File: config.mk
export PLATFORM = sky130hd
export DESIGN_NAME = pipe_stage_skid
export DESIGN_NICKNAME = d
export VERILOG_FILES = /design/src/rtl/pipe_stage_skid.sv
export SDC_FILE = /design/constraint.sdc
export NUM_CORES = 1
export LEC_CHECK = 0
export BUFFER_PORTS_ARGS = -buffer_cell sky130_fd_sc_hd__buf_2
export CORE_MARGIN = 10
export CORE_UTILIZATION = 59
export DETAILED_ROUTE_END_ITERATION = 8
export PLACE_DENSITY = 0.95
export SYNTH_ARGS = -nofsm -noshare
export SYNTH_HDL_FRONTEND = slang
export SYNTH_SLANG_ARGS = --single-unit
File: constraint.sdc
create_clock -name clk -period 2.9 [get_ports clk]
set_input_delay 0 -clock clk [delete_from_list [all_inputs] [get_ports clk]]
set_output_delay 0 -clock clk [all_outputs]
set_load 0.005 [all_outputs]
File: src/rtl/pipe_stage_skid.sv
// pipe_stage_skid: two-entry skid-buffered pipeline stage with bubble-zeroed control and saturating stall counter
module pipe_stage_skid #(
  parameter int DATA_W = 141,
  parameter int CTRL_W = 2,
  parameter int CNT_W  = 16
) (
  input  logic              clk,
  input  logic              rst,
  input  logic              in_valid,
  output logic              in_ready,
  input  logic [CTRL_W-1:0] in_ctrl,
  input  logic [DATA_W-1:0] in_data,
  input  logic              flush,
  output logic              out_valid,
  input  logic              out_ready,
  output logic [CTRL_W-1:0] out_ctrl,
  output logic [DATA_W-1:0] out_data,
  output logic [1:0]        occupancy,
  output logic [CNT_W-1:0]  stall_cnt
);
  localparam int EW = CTRL_W + DATA_W;
  typedef enum logic [1:0] {EMPTY = 2'd0, ONE = 2'd1, FULL = 2'd2} state_e;
  state_e state_q, state_d;
  logic [EW-1:0] main_q, main_d, skid_q, skid_d;
  logic [CNT_W-1:0] stall_q, stall_d;
  logic acc, con;
  assign in_ready  = state_q != FULL;
  assign out_valid = state_q != EMPTY;
  assign occupancy = state_q;
  assign out_ctrl  = out_valid ? main_q[EW-1:DATA_W] : '0;
  assign out_data  = main_q[DATA_W-1:0];
  assign stall_cnt = stall_q;
  assign acc = in_valid & in_ready;
  assign con = out_valid & out_ready;
  always_comb begin
    state_d = state_q;
    main_d  = main_q;
    skid_d  = skid_q;
    stall_d = (out_valid & ~out_ready & ~&stall_q) ? stall_q + 1'b1 : stall_q;
    case (state_q)
      EMPTY: if (acc) begin
        state_d = ONE;
        main_d  = {in_ctrl, in_data};
      end
      ONE: if (acc & con) main_d = {in_ctrl, in_data};
        else if (acc) begin
          state_d = FULL;
          skid_d  = {in_ctrl, in_data};
        end
        else if (con) state_d = EMPTY;
      FULL: if (con) begin
        state_d = ONE;
        main_d  = skid_q;
      end
      default: state_d = EMPTY;
    endcase
    // flushed entries must never reach out_data, so storage is frozen too
    if (flush) begin
      state_d = EMPTY;
      main_d  = main_q;
      skid_d  = skid_q;
    end
  end
  always_ff @(posedge clk) begin
    if (rst) begin
      state_q <= EMPTY;
      main_q  <= '0;
      skid_q  <= '0;
      stall_q <= '0;
    end else begin
      state_q <= state_d;
      main_q  <= main_d;
      skid_q  <= skid_d;
      stall_q <= stall_d;
    end
  end
endmodule

==> flow_summary.toml, run 1 <==
[setup_path]
critPathTopFamily = "buffers and inverters"
path_cells = "nor2b_1 > nand3_4 > buf_4 > nand2_1 > a21oi_1 > dlygate4sd3_1"
startpoint_type = "flop"
cp.required_ns = 3.39
cpMaxStageDelayCell = "buf_4"
crit_arrival_ns = 3.11
end_kind = "flop"
critical_path_class = "flop to flop"
cp_max_fo = 80
crit_buf_inv = 2
max_stage_delay_ns = 0.69

[placement]
dp_hpwl_um = 24600
dp_cells = 1924
numPortBuffers = 310
globalplace.congestion = 0.859

[power]
power_w = 0.00954
ir_worst_vdd_v = 0.000392
pwr_density_cell_nw_per_um2 = 561
power_leakage_nw = 7.61

[clocking]
clockBufferDepth = 3
clockRootBuffer = "clkbuf_16"
tritoncts = "built"
h-tree-depth = 1
ctsResizeCount = 0
postCtsSetupRepairBufs = 0
cts_buffers = 31
cts_sinks = 304
path_clk_slew_ns = 0.06
clk-insertion-delay-late_ns = 0.54

[synth]
synth_ff_type = "dfxtp_1"
yosys.area_share.simple_pct = 11.5
synth_compound_area_share_pct = 20.9
synth_cell_types = 49
async_flop_share_pct = 0
synth_edf_count = 0
syn_inst = 1564
ys_ff_latch = 304
synth_top_family_by_area = "compound AO/OA/AOI/OAI gates"
ys_warn_count = 0
synth_nets = 1713
synth_fa_ha_area_share_pct = 0.0911
synth_mux_area_share_pct = 10.8
syn_area_um2 = 13700
yosys.area_share.xor_xnor_pct = 0
synth-seq-area-share_pct = 44.3
avgSynthCellArea_um2 = 8.78

[job]
maxCapViolations = 0

[finish]
antenna_cells = 0
fin_nets = 1953
drive_gt1_share_pct = 21.6
area_growth_pct = 23.8
finalNonFillerCells = 2136

[routing]
drc = 0
wire_per_inst_um = 21.5
dr_total_vias = 13300
dr.pass1.iters = 8
wl_um = 46000
antenna_left = 0
via_per_inst = 6.22
first_iter_violations = 1885

[sta]
min_period_ns = 2.62
max_freq_ghz = 0.381
rsz0062_at_grt = "false"
final-hold-violation-count = 0
setup_viol = 0
worst-slew-pin-transition_ns = 1.14
slew_viol_final = 0
post-route-period-util_pct = 90.5
tns_ns = 0
slew_headroom_pct = 24.1
fin_skew_ns = 0.0119

[die]
pin_count = 311
die_area_um2 = 29800
initial_core_util_pct = 60.3
fp.dieH_um = 173
core_um2 = 22800
rows = 55
die_w_um = 173

[status]
status = "finished, final reports clean"

[grt]
grt_pass1_vias = 13100
grt_overflow = 0
grt_use_total_pct = 28.6
antenna_found_initial = 0
grt_pass1_wl_um = 72200
grt_max_degree = 180

[min_path]
hold_class = "primary input to flop"
==> flip-flops by register name (all words and copies together) (netlist names) <==
name / flops
main_q: 143
occupancy: 2
skid_q: 143
stall_cnt: 16
==> kinds of logic after synthesis <==
logic type               after synthesis
multiplexers                         148
buffers and inverters                291
AND/OR/NAND/NOR                      367
AO/OA/AOI/OAI                        453
flip-flops                           304
adder cells (fa/ha/maj)                1
==> placed cells by master, fill, tap and decap left out, drive strengths merged, types with 3 or more instances in the layout <==
master / synthesis / final
a21oi: 291 / 291
a311oi: 143 / 143
and3: 3 / 3
buf: 200 / 334
clkbuf: 87 / 46
clkinv: 0 / 4
dfxtp: 304 / 304
dlygate4sd3: 0 / 160
inv: 4 / 4
mux2: 3 / 3
mux2i: 145 / 145
nand2: 296 / 296
nand3: 12 / 12
nand4: 6 / 6
nor2: 5 / 5
nor2b: 8 / 8
nor3: 5 / 5
nor4: 7 / 7
nor4b: 3 / 3
o31ai: 3 / 3
or3: 5 / 5
or4: 5 / 5
==> power breakdown <==
part / leakage (nW) / switching, W / total [W] / internal (W)
registers: 2.48 / 0.000109 / 0.00445 / 0.00434
logic: 4.64 / 0.000636 / 0.00116 / 0.000522
clock network: 0.492 / 0.00160 / 0.00393 / 0.00232
==> cell usage after synthesis, drive strengths merged (2+ instances only) <==
library cell  number  area share (%)
mux2               3            0.25
and3               3            0.14
nand3             12            0.44
nor4               7            0.32
nor4b              3            0.19
nand4              6            0.36
and4b              2            0.15
or4                5            0.27
inv                4            0.11
and2               2           0.091
mux2i            145              11
nor3               5            0.26
a21oi            291              11
nor2               5            0.14
dfxtp            304              44
clkbuf            87             2.4
or3                5            0.23
nor2b              8            0.36
a31oi              2           0.091
o21ai              2            0.10
nand2            296             8.1
buf              200             9.9
o31ai              3            0.16
nand2b             2           0.091
or2                2           0.091
o211ai             2            0.11
a311oi           143             9.1
==> layout make-up <==
class	instances	area, um2
clock buffers	46	912
clock inverters	6	83.8
fillers	1330	5780
inverters	4	22.5
multi-input cells	969	5970
flip-flops and latches	304	6090
well taps	313	392
repair buffers	494	3530
==> final timing paths <==
check | startpoint | end | slack [ns] | depth (start not counted)
worst min register to register | skid_q[64] | skid_q[64] | 0.45 | 2
worst max register to register | occupancy[1] | skid_q[136] | 0.28 | 6
worst min-delay path | in_data[79] | skid_q[79] | 0.25 | 4
worst max-delay path | occupancy[1] | skid_q[136] | 0.28 | 6
==> routing by layer <==
metal	track usage, %	vias up	wire length [um]	share of wire (%)
met5	0	-	0	0
met4	13.3	0	2330	5.1
met3	7.65	208	4770	10
met2	48.3	978	22200	48
met1	33.2	6156	16700	36
li1	-	5945	-	-
==> worst reg2reg max path: stages, from the launching register on <==
cell,delay (ns)
dfxtp_1,0.56
nor2b_1,0.19
nand3_4,0.12
buf_4,0.69
nand2_1,0.23
a21oi_1,0.21
dlygate4sd3_1,0.58
==> stage by stage <==
stage / setup slack, ns / hold slack (ns) / utilization [%] / area [um2]
5_1_grt: 0.136 / 0.264 / 74.6 / 17000
4_1_cts: 0.288 / 0.234 / 74.6 / 17000
3_3_place_gp: 0.919 / 0.251 / 63.2 / 14400
3_5_place_dp: 0.792 / 0.257 / 63.2 / 14400
6_report: 0.276 / 0.252 / 74.6 / 17000
2_1_floorplan: 1.10 / 0.0894 / - / 13700
==> timing repair <==
action,CTS,global route
endpoints found under the setup margin,0,0
hold buffers,160,0
endpoints found under the hold margin,294,0
Note: power is estimated with default switching activity, not from simulation.
==> run 2: changes to the inputs <==
ABC_CLOCK_PERIOD_IN_PS = 2900   (was unset)
CORE_UTILIZATION = 61   (was 59)
CTS_BUF_LIST = sky130_fd_sc_hd__clkbuf_4   (was unset)
==> flow_summary.toml, run 2 (synthesis gave the netlist of run 1 again) <==
[finish]
utilization_pct = 78.7
fin_nets = 2035
drive_gt1_share_pct = 23.6
area_growth_pct = 25.9
final_common_cell = "buf_2"
layout_common_cells = "buf_2, dfxtp_1, nand2_1"
post-route-cell-area_um2 = 17300
finalNonFillerCells = 2225

[die]
rows = 54
fp.dieH_um = 170
die_w_um = 170
core_um2 = 22000
pin_count = 311
initial_core_util_pct = 62.5
die_area_um2 = 28900

[clocking]
clockRootBuffer = "clkbuf_4"
cts_buffers = 78
tritoncts = "built"
clockBufferDepth = 3
h-tree-depth = 3
clk-insertion-delay-late_ns = 0.68
cts_sinks = 304
path_clk_slew_ns = 0.08
postCtsSetupRepairBufs = 0

[routing]
first_iter_violations = 2059
antenna_left = 0
dr.pass1.iters = 6
dr_total_vias = 14200
wl_um = 49800
via_per_inst = 6.38
drc = 0
wire_per_inst_um = 22.4

[sta]
slew_headroom_pct = 36.7
setup_viol = 0
min_period_ns = 2.56
final-hold-violation-count = 0
slew_viol_final = 0
holdWs_ns = 0.142
fin_skew_ns = 0.0370
max_freq_ghz = 0.390
post-route-period-util_pct = 88.4
rsz0062_at_grt = "false"
tns_ns = 0
worst-slew-pin-transition_ns = 0.940

[grt]
grt_overflow = 0
grt_pass1_wl_um = 77300
grt_pass1_vias = 14200
antenna_found_initial = 8
grt_max_degree = 141
grt_use_total_pct = 32.7

[setup_path]
reg2regPathDepth = 4
cpMaxStageDelayCell = "dlygate4sd3_1"
end_kind = "flop"
critPathTopFamily = "buffers and inverters"
cp_max_fo = 33
critical_path_class = "flop to flop"
startpoint_type = "flop"
max_stage_delay_ns = 0.63
crit_arrival_ns = 3.15
r2r_setup_slack_ns = 0.34
r2r_end = "occupancy[1]"
r2r-start = "occupancy[1]"
path_cells = "nand2b_4 > buf_12 > a2111oi_0 > dlygate4sd3_1"
cp.required_ns = 3.49
crit_buf_inv = 2

[min_path]
min_from = "in_data[113]"
hold_class = "primary input to flop"
min_delay_worst_endpoint = "skid_q[113]"
whs_path_depth = 4

[placement]
dp_cells = 1884
placed_area_um2 = 14300
globalplace.congestion = 0.898
dp_hpwl_um = 24100
numPortBuffers = 310

[power]
ir_worst_vdd_v = 0.000400
power_leakage_nw = 7.94
pwr_density_cell_nw_per_um2 = 548

[job]
maxCapViolations = 0

[status]
status = "finished, final reports clean"
## run 2: worst register-to-register path, stage by stage, from the launching register on
cell           delay, ns
dfxtp_1             0.55
nand2b_4            0.47
buf_12              0.37
a2111oi_0           0.49
dlygate4sd3_1       0.63
## run 2: worst max-delay path by stage
stage                       from             to  slack [ns]  cells past startpoint
floorplan           stall_cnt[0]   stall_cnt[1]        1.10                      5
global placement    occupancy[1]  stall_cnt[11]        0.97                      4
detailed placement  occupancy[0]    main_q[103]        0.82                      4
CTS                 occupancy[1]   occupancy[1]        0.47                      4
global route        occupancy[1]   occupancy[1]        0.21                      4
finish              occupancy[1]   occupancy[1]        0.34                      4
## run 2: layer usage
layer / global-route usage, % / part of all wire, % / wire length, um
met1: 35.5 / 34 / 17100
met2: 54.9 / 48 / 23800
met3: 9.79 / 11 / 5570
met4: 20.3 / 6.7 / 3320
met5: 0 / 0.026 / 13
## run 2: area by class of cell
| type | instances | area (um2) |
|---|---|---|
| flip-flops and latches | 304 | 6090 |
| multi-input cells | 969 | 5970 |
| fillers | 1202 | 4680 |
| repair buffers | 529 | 3850 |
| clock buffers | 110 | 826 |
| well taps | 280 | 350 |
| clock inverters | 21 | 159 |
| inverters | 4 | 22.5 |
| diodes | 8 | 20.0 |
## run 2: report_power, final
part / leakage, nW / switching [W] / internal (W) / total [W]
clock network: 0.584 / 0.00184 / 0.00201 / 0.00385
registers: 2.48 / 0.000111 / 0.00434 / 0.00445
logic: 4.88 / 0.000652 / 0.000514 / 0.00117
## run 2: repair_timing
item	CTS	global route
gates resized for setup	0	0
hold endpoints to repair	300	0
hold buffers	202	0
## run 2: stage by stage
step           power (W)  setup slack [ns]
4_1_cts          0.00929             0.474
5_1_grt          0.00980             0.210
3_3_place_gp     0.00539             0.970
3_5_place_dp     0.00543             0.819
6_report         0.00947             0.337
2_1_floorplan    0.00519              1.10
==> run 3: changes to the inputs <==
ABC_CLOCK_PERIOD_IN_PS = 2400   (was 2900)
CORE_UTILIZATION = 56   (was 61)
PLACE_DENSITY = 0.93   (was 0.95)
clock period = 2.4 ns   (was 2.9 ns; I/O delays follow)
==> flow_summary.toml, run 3 (synthesis gave the netlist of run 1 again) <==
[sta]
max_freq_ghz = 0.436
min_period_ns = 2.29
setup_viol = 0
slew_headroom_pct = 30.8
final-hold-violation-count = 0
worst-slew-pin-transition_ns = 1.04
tns_ns = 0
post-route-period-util_pct = 95.5
fin_skew_ns = 0.0573
rsz0062_at_grt = "false"
slew_viol_final = 0

[setup_path]
startpoint_type = "flop"
end_kind = "flop"
crit_arrival_ns = 2.83
cp.required_ns = 2.93
cp_max_fo = 14
critical_path_class = "flop to flop"

[clocking]
path_clk_slew_ns = 0.06
clockBufferDepth = 3
postCtsSetupRepairBufs = 0
clockRootBuffer = "clkbuf_4"
clk-insertion-delay-late_ns = 0.68
cts_sinks = 304
tritoncts = "built"
cts_buffers = 79
h-tree-depth = 3

[min_path]
hold_class = "primary input to flop"

[placement]
dp_cells = 1933
dp_hpwl_um = 24700
numPortBuffers = 310
globalplace.congestion = 0.853

[finish]
area_growth_pct = 23.5
drive_gt1_share_pct = 24.7
finalNonFillerCells = 2230
fin_nets = 1994
layout_common_cells = "buf_2, dfxtp_1, nand2_1"
final_common_cell = "buf_2"

[routing]
wl_um = 47800
dr.pass1.iters = 8
via_per_inst = 6.16
dr_total_vias = 13700
drc = 0
wire_per_inst_um = 21.5
antenna_left = 0
first_iter_violations = 1756

[die]
die_w_um = 177
core_um2 = 24200
initial_core_util_pct = 56.6
pin_count = 311
die_area_um2 = 31200
fp.dieH_um = 177
rows = 57

[grt]
grt_use_total_pct = 28.4
grt_overflow = 0
grt_pass1_wl_um = 72700
grt_pass1_vias = 13600
grt_max_degree = 178
antenna_found_initial = 8

[job]
maxCapViolations = 0

[status]
status = "finished, final reports clean"

[power]
power_leakage_nw = 7.65
ir_worst_vdd_v = 0.000395
power_w = 0.0115
pwr_density_cell_nw_per_um2 = 678
[run 3: metrics by stage]
stage | area, um2 | hold slack [ns] | worst slack (ns) | utilization (%)
after floorplan | 13700 | 0.0894 | 0.599 | -
after global placement | 14300 | 0.251 | 0.457 | 59.2
after detailed placement | 14300 | 0.257 | 0.383 | 59.2
after CTS | 16900 | 0.0526 | 0.0207 | 69.7
after global routing | 16900 | 0.0882 | 0.0207 | 69.9
final | 17000 | 0.117 | 0.107 | 69.9
[run 3: worst paths after layout]
path / start / slack (ns) / endpoint / depth (start not counted)
min reg2reg: skid_q[66] / 0.45 / skid_q[66] / 2
max: occupancy[1] / 0.11 / skid_q[133] / 6
max reg2reg: occupancy[1] / 0.11 / skid_q[133] / 6
min: in_data[17] / 0.12 / skid_q[17] / 4
[run 3: area by class of cell]
| cell class | count | area, um2 |
|---|---|---|
| fillers | 1614 | 7290 |
| repair buffers | 486 | 3410 |
| flip-flops and latches | 304 | 6090 |
| diodes | 11 | 27.5 |
| well taps | 324 | 405 |
| inverters | 4 | 22.5 |
| clock inverters | 19 | 184 |
| multi-input cells | 970 | 5980 |
| clock buffers | 112 | 841 |
[run 3: report_power, final]
part	internal (W)	total, W	switching, W
clock	0.00257	0.00474	0.00218
sequential	0.00524	0.00537	0.000124
combinational	0.000616	0.00139	0.000774
total	0.00842	0.0115	0.00307
[run 3: routing by layer]
layer / vias to the layer above / global-route usage (%) / part of all wire (%)
li1: 6095 / - / -
met1: 6397 / 31.0 / 35
met2: 1012 / 48.0 / 49
met3: 229 / 7.65 / 10
met4: 0 / 18.5 / 6.0
met5: - / 0 / 0
[run 3: what timing repair did]
item,4_1_cts,5_1_grt
hold buffers,154,0
setup endpoints to repair,0,6
gates resized for setup,0,2
hold endpoints to repair,301,0
[run 3: worst max-delay path, cell delays in order (launching register included)]
cell           delay (ns)
dfxtp_1              0.43
nor2b_2              0.38
nand3_4              0.33
buf_4                0.29
nand2_1              0.07
a21oi_1              0.06
dlygate4sd3_1        0.58
